## src/rtl/lms_adapt_fir_pkg.sv

```systemverilog
// Shared types and arithmetic helpers for the LMS adaptive FIR.
// Saturation works on a wide signed carrier so every internal width fits inside it.
package lms_adapt_fir_pkg;

    typedef enum logic [1:0] {
        ST_IDLE   = 2'd0,
        ST_FILTER = 2'd1,
        ST_ERROR  = 2'd2,
        ST_UPDATE = 2'd3
    } state_e;

    typedef enum logic [1:0] {
        MAC_HOLD = 2'd0,
        MAC_CLR  = 2'd1,
        MAC_ACC  = 2'd2
    } mac_mode_e;

    localparam int SATW = 64;

    function automatic int acc_width(input int dw, input int taps);
        return 2 * dw + $clog2(taps);
    endfunction

    function automatic int upd_shift(input int dw, input int mu_shift);
        return dw - 1 + mu_shift;
    endfunction

    // Clamp v into the signed dw-bit range; callers truncate the result to dw bits.
    function automatic logic signed [SATW-1:0] sat_val(input logic signed [SATW-1:0] v, input int dw);
        logic signed [SATW-1:0] hi;
        logic signed [SATW-1:0] lo;
        hi = (64'sd1 <<< (dw - 1)) - 64'sd1;
        lo = -(64'sd1 <<< (dw - 1));
        if (v > hi) begin
            return hi;
        end else if (v < lo) begin
            return lo;
        end else begin
            return v;
        end
    endfunction

endpackage

```

## src/rtl/lms_adapt_fir_if.sv

```systemverilog
// Sample/result handshake bundle between the sample source, the LMS filter and the error consumer.
interface lms_adapt_fir_if #(parameter int DW = 16);
    logic                 in_valid;
    logic                 in_ready;
    logic signed [DW-1:0] xn;
    logic signed [DW-1:0] dn;
    logic                 adapt_en;
    logic                 clear_w;
    logic                 out_valid;
    logic signed [DW-1:0] yn;
    logic signed [DW-1:0] en;

    modport master (
        output in_valid, xn, dn, adapt_en, clear_w,
        input  in_ready, out_valid, yn, en
    );

    modport slave (
        input  in_valid, xn, dn, adapt_en, clear_w,
        output in_ready, out_valid, yn, en
    );
endinterface

```

## src/rtl/lms_adapt_fir_mac.sv

```systemverilog
// Shared arithmetic unit: registered DWxDW product feeding either the filter accumulator
// or a saturating weight update (weight + scaled product).
module lms_adapt_fir_mac
    import lms_adapt_fir_pkg::*;
#(
    parameter int DW       = 16,
    parameter int MU_SHIFT = 8,
    parameter int ACCW     = 36
) (
    input  logic                   clk,
    input  logic                   reset,
    input  mac_mode_e              mode_i,
    input  logic signed [DW-1:0]   a_i,
    input  logic signed [DW-1:0]   b_i,
    input  logic signed [DW-1:0]   w_i,
    output logic signed [ACCW-1:0] acc_o,
    output logic signed [DW-1:0]   wupd_o
);
    localparam int SHIFT = upd_shift(DW, MU_SHIFT);

    logic signed [2*DW-1:0] p_q, p_d;
    logic signed [ACCW-1:0] acc_q, acc_d;

    // Product and accumulator next-state.
    always_comb begin
        p_d   = (2*DW)'(a_i) * (2*DW)'(b_i);
        acc_d = acc_q;
        case (mode_i)
            MAC_CLR: acc_d = '0;
            MAC_ACC: acc_d = acc_q + ACCW'(p_q);
            default: acc_d = acc_q;
        endcase
    end

    // Product and accumulator registers.
    always_ff @(posedge clk or posedge reset) begin
        if (reset) begin
            p_q   <= '0;
            acc_q <= '0;
        end else begin
            p_q   <= p_d;
            acc_q <= acc_d;
        end
    end

    assign acc_o  = acc_q;
    assign wupd_o = DW'(sat_val(SATW'(w_i) + SATW'(p_q >>> SHIFT), DW));

endmodule

```

## src/rtl/lms_adapt_fir.sv

```systemverilog
// Time-multiplexed LMS adaptive FIR: one shared multiplier walks the taps for the
// filter sum, then (optionally) walks them again for the weight update.
module lms_adapt_fir
    import lms_adapt_fir_pkg::*;
#(
    parameter int DW       = 16,
    parameter int TAPS     = 16,
    parameter int MU_SHIFT = 8,
    parameter int ACCW     = acc_width(DW, TAPS)
) (
    input  logic            clk,
    input  logic            reset,
    lms_adapt_fir_if.slave  bus
);
    localparam int KW = $clog2(TAPS + 1);
    localparam int IW = $clog2(TAPS);

    state_e               state_q, state_d;
    logic [KW-1:0]        k_q, k_d;
    logic signed [DW-1:0] x_q [TAPS];
    logic signed [DW-1:0] x_d [TAPS];
    logic signed [DW-1:0] w_q [TAPS];
    logic signed [DW-1:0] w_d [TAPS];
    logic signed [DW-1:0] d_q, d_d;
    logic                 ad_q, ad_d;
    logic signed [DW-1:0] yn_q, yn_d;
    logic signed [DW-1:0] en_q, en_d;
    logic                 ov_q, ov_d;

    logic [IW-1:0]          idx_s;
    logic [IW-1:0]          idx_nxt_s;
    mac_mode_e              mac_mode_s;
    logic signed [DW-1:0]   mac_a_s;
    logic signed [DW-1:0]   mac_b_s;
    logic signed [ACCW-1:0] acc_s;
    logic signed [DW-1:0]   wupd_s;
    logic signed [DW-1:0]   y_sat_s;
    logic signed [DW-1:0]   e_sat_s;

    assign idx_s     = k_q[IW-1:0];
    assign idx_nxt_s = idx_s + IW'(1);
    assign y_sat_s   = DW'(sat_val(SATW'(acc_s >>> (DW - 1)), DW));
    assign e_sat_s   = DW'(sat_val(SATW'(d_q) - SATW'(y_sat_s), DW));

    lms_adapt_fir_mac #(
        .DW       (DW),
        .MU_SHIFT (MU_SHIFT),
        .ACCW     (ACCW)
    ) u_mac (
        .clk    (clk),
        .reset  (reset),
        .mode_i (mac_mode_s),
        .a_i    (mac_a_s),
        .b_i    (mac_b_s),
        .w_i    (w_q[idx_s]),
        .acc_o  (acc_s),
        .wupd_o (wupd_s)
    );

    // FSM next-state, tap walk and datapath control.
    always_comb begin
        state_d    = state_q;
        k_d        = k_q;
        x_d        = x_q;
        w_d        = w_q;
        d_d        = d_q;
        ad_d       = ad_q;
        yn_d       = yn_q;
        en_d       = en_q;
        ov_d       = 1'b0;
        mac_mode_s = MAC_HOLD;
        mac_a_s    = '0;
        mac_b_s    = '0;
        case (state_q)
            ST_IDLE: begin
                if (bus.clear_w) begin
                    for (int i = 0; i < TAPS; i++) w_d[i] = '0;
                end else if (bus.in_valid) begin
                    for (int i = 1; i < TAPS; i++) x_d[i] = x_q[i-1];
                    x_d[0]     = bus.xn;
                    d_d        = bus.dn;
                    ad_d       = bus.adapt_en;
                    k_d        = '0;
                    mac_mode_s = MAC_CLR;
                    state_d    = ST_FILTER;
                end else begin
                    state_d = ST_IDLE;
                end
            end
            ST_FILTER: begin
                // k == TAPS is a drain cycle that folds in the last registered product.
                if (k_q != KW'(TAPS)) begin
                    mac_a_s = x_q[idx_s];
                    mac_b_s = w_q[idx_s];
                    k_d     = k_q + KW'(1);
                end else begin
                    k_d     = '0;
                    state_d = ST_ERROR;
                end
                if (k_q != '0) begin
                    mac_mode_s = MAC_ACC;
                end else begin
                    mac_mode_s = MAC_HOLD;
                end
            end
            ST_ERROR: begin
                yn_d    = y_sat_s;
                en_d    = e_sat_s;
                ov_d    = 1'b1;
                mac_a_s = e_sat_s;
                mac_b_s = x_q[0];
                k_d     = '0;
                state_d = ad_q ? ST_UPDATE : ST_IDLE;
            end
            ST_UPDATE: begin
                w_d[idx_s] = wupd_s;
                if (k_q < KW'(TAPS - 1)) begin
                    mac_a_s = en_q;
                    mac_b_s = x_q[idx_nxt_s];
                    k_d     = k_q + KW'(1);
                end else begin
                    k_d     = '0;
                    state_d = ST_IDLE;
                end
            end
            default: begin
                state_d = ST_IDLE;
            end
        endcase
    end

    // State, delay line, weights and output registers.
    always_ff @(posedge clk or posedge reset) begin
        if (reset) begin
            state_q <= ST_IDLE;
            k_q     <= '0;
            x_q     <= '{default: '0};
            w_q     <= '{default: '0};
            d_q     <= '0;
            ad_q    <= 1'b0;
            yn_q    <= '0;
            en_q    <= '0;
            ov_q    <= 1'b0;
        end else begin
            state_q <= state_d;
            k_q     <= k_d;
            x_q     <= x_d;
            w_q     <= w_d;
            d_q     <= d_d;
            ad_q    <= ad_d;
            yn_q    <= yn_d;
            en_q    <= en_d;
            ov_q    <= ov_d;
        end
    end

    assign bus.in_ready  = (state_q == ST_IDLE) && !bus.clear_w && !reset;
    assign bus.out_valid = ov_q;
    assign bus.yn        = yn_q;
    assign bus.en        = en_q;

endmodule

```

## src/flat_wrapper.sv

```systemverilog
// flat-port wrapper written by rule: the top's interface ports become plain ports
module lms_adapt_fir_flat import lms_adapt_fir_pkg::*;
#(
    parameter int DW       = 16,
    parameter int TAPS     = 16,
    parameter int MU_SHIFT = 8,
    parameter int ACCW     = acc_width(DW, TAPS)
)
  (clk, reset, bus_in_valid, bus_xn, bus_dn, bus_adapt_en, bus_clear_w, bus_in_ready, bus_out_valid, bus_yn, bus_en);
  lms_adapt_fir_if #(.DW(DW)) bus_i ();
  input  logic clk;
  input  logic reset;
  input wire logic [$bits(bus_i.in_valid)-1:0] bus_in_valid;
  input wire logic [$bits(bus_i.xn)-1:0] bus_xn;
  input wire logic [$bits(bus_i.dn)-1:0] bus_dn;
  input wire logic [$bits(bus_i.adapt_en)-1:0] bus_adapt_en;
  input wire logic [$bits(bus_i.clear_w)-1:0] bus_clear_w;
  output wire logic [$bits(bus_i.in_ready)-1:0] bus_in_ready;
  output wire logic [$bits(bus_i.out_valid)-1:0] bus_out_valid;
  output wire logic [$bits(bus_i.yn)-1:0] bus_yn;
  output wire logic [$bits(bus_i.en)-1:0] bus_en;
  assign bus_i.in_valid = bus_in_valid;
  assign bus_i.xn = bus_xn;
  assign bus_i.dn = bus_dn;
  assign bus_i.adapt_en = bus_adapt_en;
  assign bus_i.clear_w = bus_clear_w;
  assign bus_in_ready = bus_i.in_ready;
  assign bus_out_valid = bus_i.out_valid;
  assign bus_yn = bus_i.yn;
  assign bus_en = bus_i.en;
  lms_adapt_fir #(.DW(DW), .TAPS(TAPS), .MU_SHIFT(MU_SHIFT), .ACCW(ACCW)) u_core (.clk(clk), .reset(reset), .bus(bus_i));
endmodule
```

## config.mk

```make
export PLATFORM = sky130hd
export DESIGN_NAME = lms_adapt_fir_flat
export DESIGN_NICKNAME = d
export VERILOG_FILES = /design/src/rtl/lms_adapt_fir_pkg.sv /design/src/rtl/lms_adapt_fir_if.sv /design/src/rtl/lms_adapt_fir_mac.sv /design/src/rtl/lms_adapt_fir.sv /design/src/flat_wrapper.sv
export SDC_FILE = /design/constraint.sdc
export NUM_CORES = 2
export LEC_CHECK = 0
export CORE_MARGIN = 4
export CORE_UTILIZATION = 58
export CTS_CLUSTER_SIZE = 10
export DETAILED_ROUTE_END_ITERATION = 12
export PLACE_DENSITY = 0.78
export SLEW_MARGIN = 10
export SYNTH_ARGS = -nofsm -noshare
export SYNTH_HDL_FRONTEND = slang
export SYNTH_SLANG_ARGS = --single-unit
```

## constraint.sdc

```tcl
create_clock -name clk -period 21.1 [get_ports clk]
set_input_delay 2.11 -clock clk [delete_from_list [all_inputs] [get_ports clk]]
set_output_delay 2.11 -clock clk [all_outputs]
set_load 0.1 [all_outputs]
```

### Yosys cells after proc, flatten, opt, wreduce, memory -nomap -nowiden

Index checks and enable logic that the tools add are counted.

| word-level totals | value |
|---|---|
| output and inout port bits | 34 |
| RAM bits | 0 |
| register bits | 637 |
| bits of input ports | 37 |
| memories kept | 0 |
| word-level logic and storage cells | 126 |
| bits in latches | 0 |
| ROM bits | 0 |

| cells by class | value |
|---|---|
| multiply operators | 1 |
| bitwise logic cells | 3 |
| mux-type cells | 42 |
| add/sub/neg operators | 5 |
| order comparisons | 10 |
| equal/unequal tests | 11 |
| reductions and logical operators | 13 |
| div/mod/pow operators | 0 |
| shifts and indexed selects | 0 |

Operator list:

| operator | number |
|---|---|
| $pmux W256 S2 | 1 |
| $mux W16 | 17 |
| $bwmux W256 | 1 |
| $mux W256 | 1 |
| $bmux W16 S4 | 3 |
| $pmux W16 S3 | 2 |
| $pmux W36 S2 | 1 |
| $demux W16 S4 | 1 |
| $add A36 B32 Y36 | 1 |
| $gt A17 B16 Y1 const B | 2 |
| $lt A17 B16 Y1 const B | 2 |
| $mul A16 B16 Y32 | 1 |
| $gt A21 B16 Y1 const B | 1 |
| $lt A21 B16 Y1 const B | 1 |
| $mux W5 | 4 |
| $pmux W5 S4 | 1 |
| $add A16 B9 Y17 | 1 |
| $sub A16 B16 Y17 | 1 |
| $mux W2 | 6 |
| $ge A5 B5 Y1 const B | 2 |
| $ne A2 B2 Y1 const B | 5 |
| $not A4 Y5 | 2 |
| $pmux W2 S4 | 1 |
| $eq A2 B2 Y1 const B | 3 |
| other kinds (16) | 24 |

### Depth between registers and ports, before layout

| logic depth | value |
|---|---|
| depth in word-level cells | 10 |
| gate-level depth with buffers | 41 |
| depth with buffers taken out | 37 |

### Hierarchy

Synthesis repeated with hierarchy kept, for this count alone.

| second synthesis, totals | value |
|---|---|
| cell total of the unflattened synthesis | 4083 |
| area, all modules | 43739.4 um2 |

By module, submodules not included:

| module | area an instance (um2) | cells an instance | sequential area each (um2) | times used |
|---|---|---|---|---|
| lms_adapt_fir | 29391.9 | 2519 | 14238.7 | 1 |
| lms_adapt_fir_mac | 14347.5 | 1564 | 1701.6 | 1 |

### Worst setup path after synthesis

No wires, ideal clock.

| timing | value |
|---|---|
| path kind | reg2reg |
| start | register u_core.k_q[0] |
| end | register u_core.u_mac.p_q[31] |
| path buffers | 10 |
| slack | 11.175 ns |
| stages on the path, launching flop included | 39 |
| clock period less this slack | 9.925 ns |
| arrival time | 9.779 ns |
| library setup time | 0.146 ns |
| path through | dfrtp_1 buf_2 buf_2 buf_4 buf_2 buf_4 buf_2 inv_1 ha_1 buf_2 buf_1 clkbuf_1 mux4_2 mux2i_1 a21oi_1 a22o_1 a21oi_1 clkbuf_1 (+3 left out) fa_1 inv_1 fa_1 fa_1 fa_1 inv_1 fa_1 inv_1 ha_1 a21o_1 a21oi_1 nor2b_1 o21ai_0 nand2b_1 a221oi_1 a21boi_0 mux2i_1 o311ai_0 |

| between the ends | value |
|---|---|
| cells in the longest elaborated chain, start to end | 8 |
| elaborated cells between the ends (all ways) | 21 |
| those cells by class | add/sub (1); mul (1); order compare (1); eq/ne (1); mux (15); bitwise (2) |

RTL lines:

| item | line | text |
|---|---|---|
| start: declaration | lms_adapt_fir.sv:19 | `logic [KW-1:0] k_q, k_d;` |
| start signal: assignment | lms_adapt_fir.sv:146 | `k_q <= k_d;` |
| $add A4 B1 Y4 | lms_adapt_fir.sv:41 | `assign idx_nxt_s = idx_s + IW'(1);` |
| $not A4 Y5 (not written as such) | lms_adapt_fir.sv:119 | `mac_b_s = x_q[idx_nxt_s];` |
| $bmux W16 S4 | lms_adapt_fir.sv:119 |  |
| $mux W16 (not written as such) (2 in a row) | lms_adapt_fir.sv:119 |  |
| $mux W16 | lms_adapt_fir.sv:117 | `if (k_q < KW'(TAPS - 1)) begin` |
| $pmux W16 S3 | lms_adapt_fir.sv:74 | `case (state_q)` |
| $mul A16 B16 Y32 (*) | lms_adapt_fir_mac.sv:26 | `p_d = (2*DW)'(a_i) * (2*DW)'(b_i);` |
| net u_core.u_mac.p_d[31] | lms_adapt_fir_mac.sv:21 | `logic signed [2*DW-1:0] p_q, p_d;` |
| end signal: assignment | lms_adapt_fir_mac.sv:41 | `p_q <= p_d;` |
| end: declaration | lms_adapt_fir_mac.sv:21 |  |

The timed path passes the listed nets; every way through them passes the cells marked *. The select of a mux whose other input is x is not followed.
A chain may end at the register's enable or synchronous reset.

### Worst setup path after layout

| timing | value |
|---|---|
| start | register u_core.u_mac.acc_q[33], in the netlist u_core.u_mac.acc_o[33] |
| end | register u_core.u_mac.p_q[30] |

| between the ends | value |
|---|---|
| cells in the longest elaborated chain, start to end | 9 |
| elaborated cells between the ends (all ways) | 11 |
| those cells by class | add/sub (1); mul (1); order compare (4); mux (5) |

RTL lines:

| item | line | text |
|---|---|---|
| start: declaration | lms_adapt_fir_mac.sv:22 | `logic signed [ACCW-1:0] acc_q, acc_d;` |
| start signal: assignment | lms_adapt_fir_mac.sv:39 | `acc_q <= '0;` |
| start signal: assignment | lms_adapt_fir_mac.sv:42 | `acc_q <= acc_d;` |
| $lt A21 B16 Y1 | lms_adapt_fir_pkg.sv:36 | `end else if (v < lo) begin` |
| $mux W16 | lms_adapt_fir_pkg.sv:36 |  |
| $mux W16 (*) | lms_adapt_fir_pkg.sv:34 | `if (v > hi) begin` |
| net u_core.y_sat_s[0] | lms_adapt_fir.sv:37 | `logic signed [DW-1:0] y_sat_s;` |
| $sub A16 B16 Y17 (*) | lms_adapt_fir.sv:43 | `assign e_sat_s = DW'(sat_val(SATW'(d_q) - SATW'(y_sat_s), DW));` |
| $lt A17 B16 Y1 | lms_adapt_fir_pkg.sv:36 |  |
| $mux W16 | lms_adapt_fir_pkg.sv:36 |  |
| $mux W16 (*) | lms_adapt_fir_pkg.sv:34 |  |
| $pmux W16 S3 (*) | lms_adapt_fir.sv:74 |  |
| $mul A16 B16 Y32 (*) | lms_adapt_fir_mac.sv:26 |  |
| net u_core.u_mac.p_d[30] | lms_adapt_fir_mac.sv:21 |  |

The timed path passes the listed nets; every way through them passes the cells marked *.

==> results.toml <==
[sta]
fmax_mhz = 96.2
hold_violations = 0
setup_viol = 0
rsz0062_at_grt = "no"
fin_skew_ns = 0.0565
layout_setup_ws_ns = 10.70
tightest_slew_ns = 1.39
fin_crit_ns = 10.40
finalCritPeriodShare_pct = 49.3
setup_tns_ns = 0
relSlewSlack_pct = 7.63
final_max_slew_viol_count = 0

[finish]
finish.utilization_pct = 63.8
final_cell_area_mm2 = 0.0477
fill_cells = 5773
fin_nets = 4646
area_growth_pct = 8.47
drive_gt1_share_pct = 11.2

[synth]
syn_area_mm2 = 0.0440
syn_nets = 4723
yosysSeqAreaShare_pct = 36.2
synth_area_per_cell_um2 = 10.3
synthArstFlopShare_pct = 100
synth_top_area_cell = "dfrtp_1"
synth.top_cell.area_share_pct = 36.2
syn_inst = 4270
ys_seq_elements = 637
synth_area_leaders = "dfrtp_1 (36%), fa_1 (12%), mux4_2 (11%)"
ys_types = 84
synth-edff-count = 0
synthFlopType = "dfrtp_1"
yosys_warnings = 0

[clocking]
cts_num_sinks = 637
cts-buffers-inserted = 75
cts_max_path_buffers = 3
post_cts_resized = 0
path_clk_slew_ns = 0.06
htreeDepth = 3
cts_setup_buffers = 0
hold_buffers = 0
clk_latency_ns = 0.67
clock-root-buffer = "clkbuf_16"
cts_tree = "yes"

[run_status]
status = "finished, final reports clean"

[setup_path]
cp.arrival_ns = 10.90
startpoint = "u_core.u_mac.acc_o[33]$_DFFE_PP0P_"
cp.required_ns = 21.60
endpoint = "u_core.u_mac.p_q[30]$_DFF_PP0_"
crit_fanout = 84
r2r_slack_ns = 10.70
worst_setup_path_end_kind = "flop"
rr_endpoint = "u_core.u_mac.p_q[30]$_DFF_PP0_"
cp_slowest_cell = "buf_4"
crit_type = "flop to flop"
cpMostUsedCell = "fa_1"
r2r-start = "u_core.u_mac.acc_o[33]$_DFFE_PP0P_"
startpoint_type = "flop"
ff2ff_path_depth = 35
crit_path_max_incr_delay_ns = 0.71

[die]
fp.dieW_um = 283
dieArea_mm2 = 0.0803
start_util_pct = 58.8
fp.coreArea_mm2 = 0.0748
chipHeight_um = 283
placementRows = 100
io_pins = 71

[grt]
grtUsageTotal_pct = 30.3
antenna_found_initial = 3
grt_pass1_wl_um = 194000
gr-total-overflow = 0
grt_max_degree = 167
grt_pass1_vias = 34300

[route]
route.antenna.remaining_nets = 0
routed_wl_um = 122000
dr.pass1.iters = 6
drtIter0Drc = 3838
drc = 0
vias = 34400
viasPerCell = 6.63
wl_per_cell_um = 23.6

[place]
place_area_mm2 = 0.0455
gp_congestion = 0.995
io_buffers = 70
dp_hpwl_um = 83000
pre_cts_slack_ns = 10.87

[job]
max_cap_viol_count = 0

[min_path]
hold_path.class = "flop to flop"
==> how the worst min path moves through the flow <==
stage                             startpoint                            end  slack (ns)  depth (start not counted)
6_report         u_core.w_q[192]$_DFFE_PP0P_    u_core.w_q[192]$_DFFE_PP0P_        0.48                          1
5_1_grt           u_core.w_q[88]$_DFFE_PP0P_     u_core.w_q[88]$_DFFE_PP0P_        0.49                          1
4_1_cts          u_core.w_q[221]$_DFFE_PP0P_    u_core.w_q[221]$_DFFE_PP0P_        0.49                          1
3_5_place_dp    u_core.bus.yn[9]$_DFFE_PP0P_   u_core.bus.yn[9]$_DFFE_PP0P_        0.47                          2
3_3_place_gp   u_core.bus.yn[14]$_DFFE_PP0P_  u_core.bus.yn[14]$_DFFE_PP0P_        0.47                          2
2_1_floorplan     u_core.d_q[13]$_DFFE_PP0P_     u_core.d_q[13]$_DFFE_PP0P_        0.45                          2
==> cells in the final DEF (no fill, tap or decap), drive strengths merged, types with 25 or more instances in the layout <==
master         count
nor3              48
fa               266
ha               150
mux4             223
xor2              29
or2               25
inv              332
a21oi            198
nand3             48
mux2i             38
a211oi            27
nand2            953
a32o             241
clkdlybuf4s50     70
dfrtp            637
clkbuf            82
a31oi             40
xnor2             49
a21o              55
nand2b            31
buf               83
nor2             116
o31ai             26
o21ai            151
==> Yosys cell counts, types with 47 or more instances <==
library cell	instances
xnor2_1	49
clkbuf_1	242
o21ai_0	145
nand3_1	48
a32o_1	241
a21o_1	55
buf_2	47
fa_1	266
inv_1	330
nor2_1	114
ha_1	150
a21oi_1	196
nand2_1	952
mux4_2	223
dfrtp_1	637
==> worst max-delay path, delay by kind of cell, from the launching register on <==
family,cells,cell delay [ns]
flops,1,0.52
fa+ha+maj,9,3.75
buf+inv,5,0.93
compound gates,12,3.41
simple gates,9,1.61
==> sequential cells by signal, summed over array words and instances, names as in the netlist <==
name                  cells
u_core.bus.yn            16
u_core.x_q              256
u_core.bus.en            16
u_core.bus.out_valid      1
u_core.u_mac.acc_o       36
u_core.state_q            2
u_core.w_q              256
u_core.ad_q               1
u_core.u_mac.p_q         32
u_core.d_q               16
u_core.k_q                5
==> area by class of cell <==
| cell class | count | area [um2] | area share [%] |
|---|---|---|---|
| well taps | 969 | 1210 | 2.54 |
| multi-input cells | 2995 | 25700 | 53.9 |
| repair buffers | 153 | 1360 | 2.85 |
| diodes | 2 | 5.00 | 0.0105 |
| clock buffers | 82 | 1930 | 4.05 |
| flip-flops and latches | 637 | 16000 | 33.4 |
| inverters | 331 | 1260 | 2.63 |
| clock inverters | 11 | 270 | 0.566 |
==> cell families after synthesis <==
kind of cell             Yosys count  share of synthesized area, %
AO/OA/AOI/OAI                    891                          14.8
XOR/XNOR                          78                          1.55
adder cells (fa/ha/maj)          418                          16.4
buffers and inverters            638                          5.59
flip-flops                       637                          36.2
multiplexers                     271                          12.5
AND/OR/NAND/NOR                 1337                          12.8
==> stage by stage <==
stage / hold WS [ns] / std cells
after floorplan: 0.450 / 4270
after global placement: 0.467 / 5085
after global routing: 0.492 / 5178
after CTS: 0.487 / 5178
final: 0.483 / 5180
after detailed placement: 0.474 / 5085
==> metal layers <==
| layer | up-vias | track usage (%) | wire length (um) |
|---|---|---|---|
| met5 | - | 0 | 39 |
| met4 | 4 | 14.6 | 6610 |
| met3 | 326 | 6.69 | 11400 |
| met2 | 1694 | 47.5 | 57200 |
| met1 | 17500 | 40.6 | 46900 |
| li1 | 14900 | - | - |
Power is not shown: default switching activity piles up to over one toggle a cycle in this logic, so the estimate is an artifact.
